File: src/rtl/song_sequencer_if.sv
// song_sequencer_if: play control, song ROM port and note-player handshake
interface song_sequencer_if #(parameter int NOTE_IDX_W = 5);
  logic                  play;
  logic [1:0]            song;
  logic [NOTE_IDX_W+1:0] rom_addr;
  logic [11:0]           rom_data;
  logic [5:0]            note_to_load;
  logic [5:0]            duration_to_load;
  logic                  load_new_note;
  logic                  done_with_note;
  logic                  song_done;
  modport master (
    output play, song, rom_data, done_with_note,
    input  rom_addr, note_to_load, duration_to_load, load_new_note, song_done
  );
  modport slave (
    input  play, song, rom_data, done_with_note,
    output rom_addr, note_to_load, duration_to_load, load_new_note, song_done
  );
endinterface

File: src/rtl/song_sequencer.sv
// song_sequencer: walks a song ROM and feeds notes to the note player; SONG_END_MARKER_EN ends a song on a zero duration
module song_sequencer #(parameter int NOTE_IDX_W = 5) (
  input logic             clk,
  input logic             reset,
  song_sequencer_if.slave bus
);
  typedef enum logic [2:0] {IDLE, FETCH, READ, LOAD, WAIT, DONE} state_t;
  state_t                state, state_nxt;
  logic                  play_q;
  logic [1:0]            song_q;
  logic [NOTE_IDX_W-1:0] note_idx;
  logic [5:0]            note, duration;
  logic                  load;
  logic                  start, last, end_marker;
  assign start = bus.play & ~play_q;
  assign last  = &note_idx;
`ifdef SONG_END_MARKER_EN
  assign end_marker = bus.rom_data[5:0] == 6'd0;
`else
  assign end_marker = 1'b0;
`endif
  assign bus.rom_addr         = {song_q, note_idx};
  assign bus.note_to_load     = note;
  assign bus.duration_to_load = duration;
  assign bus.load_new_note    = load;
  assign bus.song_done        = state == DONE;
  // state register
  always_ff @(posedge clk or negedge reset)
    if (!reset) state <= IDLE;
    else state <= state_nxt;
  // next state: LOAD holds while paused, WAIT advances only on done_with_note
  always_comb begin
    state_nxt = state;
    case (state)
      IDLE:    state_nxt = start ? FETCH : IDLE;
      FETCH:   state_nxt = READ;
      READ:    state_nxt = end_marker ? DONE : LOAD;
      LOAD:    state_nxt = bus.play ? WAIT : LOAD;
      WAIT:    state_nxt = bus.done_with_note ? (last ? DONE : FETCH) : WAIT;
      DONE:    state_nxt = IDLE;
      default: state_nxt = IDLE;
    endcase
  end
  // datapath: song latch, note index, captured ROM word and registered load strobe
  always_ff @(posedge clk or negedge reset)
    if (!reset) begin
      play_q   <= 1'b0;
      song_q   <= '0;
      note_idx <= '0;
      note     <= '0;
      duration <= '0;
      load     <= 1'b0;
    end else begin
      play_q <= bus.play;
      load   <= state == LOAD && bus.play;
      if (state == IDLE && start) begin
        song_q   <= bus.song;
        note_idx <= '0;
      end
      if (state == READ) begin
        note     <= bus.rom_data[11:6];
        duration <= bus.rom_data[5:0];
      end
      if (state == WAIT && bus.done_with_note && !last) note_idx <= note_idx + 1'b1;
      if (state == DONE) note_idx <= '0;
    end
endmodule

File: src/flat_wrapper.sv
// flat-port wrapper written by rule: the top's interface ports become plain ports
module song_sequencer_flat 
#(parameter int NOTE_IDX_W = 5)
  (clk, reset, bus_play, bus_song, bus_rom_data, bus_done_with_note, bus_rom_addr, bus_note_to_load, bus_duration_to_load, bus_load_new_note, bus_song_done);
  song_sequencer_if #(.NOTE_IDX_W(NOTE_IDX_W)) bus_i ();
  input logic clk;
  input logic reset;
  input wire logic [$bits(bus_i.play)-1:0] bus_play;
  input wire logic [$bits(bus_i.song)-1:0] bus_song;
  input wire logic [$bits(bus_i.rom_data)-1:0] bus_rom_data;
  input wire logic [$bits(bus_i.done_with_note)-1:0] bus_done_with_note;
  output wire logic [$bits(bus_i.rom_addr)-1:0] bus_rom_addr;
  output wire logic [$bits(bus_i.note_to_load)-1:0] bus_note_to_load;
  output wire logic [$bits(bus_i.duration_to_load)-1:0] bus_duration_to_load;
  output wire logic [$bits(bus_i.load_new_note)-1:0] bus_load_new_note;
  output wire logic [$bits(bus_i.song_done)-1:0] bus_song_done;
  assign bus_i.play = bus_play;
  assign bus_i.song = bus_song;
  assign bus_i.rom_data = bus_rom_data;
  assign bus_i.done_with_note = bus_done_with_note;
  assign bus_rom_addr = bus_i.rom_addr;
  assign bus_note_to_load = bus_i.note_to_load;
  assign bus_duration_to_load = bus_i.duration_to_load;
  assign bus_load_new_note = bus_i.load_new_note;
  assign bus_song_done = bus_i.song_done;
  song_sequencer #(.NOTE_IDX_W(NOTE_IDX_W)) u_core (.clk(clk), .reset(reset), .bus(bus_i));
endmodule
File: config.mk
export PLATFORM = sky130hd
export DESIGN_NAME = song_sequencer_flat
export DESIGN_NICKNAME = d
export VERILOG_FILES = /design/src/rtl/song_sequencer_if.sv /design/src/rtl/song_sequencer.sv /design/src/flat_wrapper.sv
export SDC_FILE = /design/constraint.sdc
export NUM_CORES = 1
export LEC_CHECK = 0
export CORE_UTILIZATION = 46
export DETAILED_ROUTE_END_ITERATION = 8
export PLACE_DENSITY = 0.91
export SLEW_MARGIN = 20
export SYNTH_ARGS = -nofsm -noshare
export SYNTH_HDL_FRONTEND = slang
export SYNTH_SLANG_ARGS = --single-unit
File: constraint.sdc
create_clock -name clk -period 3.3 [get_ports clk]
set_input_delay 0.66 -clock clk [delete_from_list [all_inputs] [get_ports clk]]
set_output_delay 0.66 -clock clk [all_outputs]
set_load 0.005 [all_outputs]
==> results.ini <==
[place]
place_congestion = 0.8122
dp_hpwl_um = 1621
io_buffers = 38
pre_cts_slack_ps = 971.5

[cells_and_area]
drive_gt1_frac = 0.1774
syn_to_final_growth_pct = 41.03
fill_cells = 166
n_antenna_cell = 0
nets = 145

[sta]
worst_slack_ps = 1134
skew_ps = 4.551
period_minus_slack_ps = 2166
tightest_slew_ps = 527.2
hold_viol = 0
max_freq_ghz = 0.4616
finalSetupViolations = 0
finalCritPeriodShare = 0.6565
drv_slew = 0
fin_setup_tns_ps = 0
rsz0062_at_grt = false
relSlewSlack = 0.6478

[setup_path]
crit_chain = and3b_1 -> clkdlybuf4s50_1
crit_start = u_core.state[2]
crit_family = flip-flops
critPathSlowestCell = dfrtp_1
slowest_delay_ps = 500
worstPathMaxFanout = 10
critPathBufInv = 1
critPathKind = flip-flop to primary output
end_kind = primary output
crit_path_start_kind = flip-flop
reg2reg_from = u_core.note_idx[0]
worstPathRequired_ps = 2640
worstPathArrival_ps = 1510

[cts]
cts_tree = built
post_cts_buffers = 0
clk_path_buf_depth = 2
cts.sinks = 24
insertion_delay_ps = 310
hold_buffers = 0
root_buffer = clkbuf_4
cts_resized = 0
clkTransAtPathRegs_ps = 130
htree_levels = 1
cts_buffers = 3

[yosys]
synth_cell_types = 27
yosysSeqAreaShare = 0.5627
yosysWarnings = 0
synth_edf_count = 0
syn_area_per_cell_um2 = 12.71
synth_cells = 84
syn-num-nets = 104
syn_area_mm2 = 0.001067
ys_ff_latch = 24
synthArstFlopShare = 1.000
ys.flop_type = dfrtp_1

[grt]
grt_antenna_before_repair = 0
grt_pass1_vias = 881
grt-ovfl-total = 0
grt_first_pass_wirelength_um = 3767
grt_max_degree = 25
grt_use_total = 0.2037

[worst_hold_path]
min_path_type = flip-flop to flip-flop
hold_start = u_core.bus.note_to_load[1]

[power]
combPwrFrac = 0.435
total_power_w = 0.001186
peakVddDrop_mv = 0.5051
p_sw_w = 0.0003474
switching_share = 0.2929
p_clk_frac = 0.128
power_density_mw_per_mm2 = 788.0
leakage_nw = 0.6417
internal_power_w = 0.0008387
pwr-share-seq = 0.437

[drt]
drt_iter0_markers = 14
via_per_inst = 5.441
wl_per_cell_um = 14.00
wl_um = 2128
vias = 827
ant_nets = 0
drt-pass1-iter-count = 4
drc = 0

[floorplanning]
fp.dieArea_mm2 = 0.002517
io_pins = 39
placementRows = 17
die_h_um = 50.17
initial_core_util = 0.4872
coreArea_mm2 = 0.002191
die_w_um = 50.17

[run]
cap_violations = 0

[run_status]
status = finished clean

==> worst register-to-register path, stage by stage, from the launching register on <==
cell and delay [ps]:
dfrtp_1 450, ha_1 250, and3_1 190, ha_1 180
nand2b_1 250, or4_4 520, o211ai_2 80
==> cells by family after synthesis <==
| family | synth area share |
|---|---|
| flops | 0.5627 |
| fa+ha+maj | 0.02344 |
| simple gates | 0.1501 |
| mux | 0.1477 |
| compound gates | 0.08910 |
| buf+inv | 0.02697 |
==> cells in the final DEF (no fill, tap or decap), types with 2 or more instances in the layout <==
cell type and n:
ha_1 2, dfrtp_1 24, o2bb2ai_1 2, nor2b_1 4, nand2_1 4, nor3b_1 3
o21ai_0 9, nor2_1 2, clkbuf_4 3, and3_1 2, clkdlybuf4s50_1 38, mux2_2 14
buf_4 2
==> power by group through the flow <==
stage          sequential (W)  clock (W)  combinational (W)
2_1_floorplan        0.000504          0           0.000258
3_3_place_gp         0.000513          0           0.000508
3_5_place_dp         0.000524          0           0.000520
4_1_cts              0.000519   0.000157           0.000524
5_1_grt              0.000538   0.000170           0.000562
6_report             0.000518   0.000152           0.000516
==> path summary, 6_finish.rpt <==
path                       cells past startpoint                              to  slack [ps]
setup / recovery                               2                   bus_song_done        1130
hold / removal                                 1      u_core.bus.note_to_load[1]         520
setup reg to reg                               6              u_core.note_idx[3]        1320
hold reg to reg                                1      u_core.bus.note_to_load[1]         520
max in group asynchronous                      2  u_core.bus.duration_to_load[4]        2390
min in group asynchronous                      2  u_core.bus.duration_to_load[3]         680
==> metrics by stage <==
stage	instance area, um^2	utilization	hold WS, ps	std cells
after global placement	1469	0.6705	487.5	148
after global routing	1505	0.6870	540.6	152
after floorplan	1067	-	364.4	84
after CTS	1505	0.6870	528.1	152
after detailed placement	1469	0.6705	495.8	148
final	1505	0.6870	521.5	152
==> state kept, by name (all words and copies together), names as in the netlist <==
register and flops:
u_core.bus.duration_to_load 6, u_core.note_idx 5, u_core.song_q 2, u_core.bus.note_to_load 6, u_core.bus.load_new_note 1, u_core.play_q 1, u_core.state 3
==> cell usage after synthesis, types with 2 or more instances <==
library cell,number,share of area
nor3b_1,3,0.021
and3_1,2,0.012
ha_1,2,0.023
o2bb2ai_1,2,0.016
dfrtp_1,24,0.56
nor2_1,2,0.0070
nor2b_1,4,0.023
buf_2,2,0.0094
nand2_1,4,0.014
o21ai_0,9,0.042
mux2_2,14,0.15
==> metal layers <==
layer | vias up | share of wire | track usage
met3 | 4 | 0.098 | 0.07273
met5 | - | 0 | 0
met2 | 42 | 0.49 | 0.3400
met4 | 0 | 0.013 | 0.1000
li1 | 385 | - | -
met1 | 396 | 0.40 | 0.2280
==> layout make-up <==
class / instances / area, um^2 / area share
multi-input cells: 56 / 437.9 / 0.2909
repair buffers: 40 / 395.4 / 0.2627
clock buffers: 4 / 36.28 / 0.02411
flip-flops and latches: 24 / 600.6 / 0.3990
well taps: 28 / 35.03 / 0.02328
(Power assumes the default switching activity.)
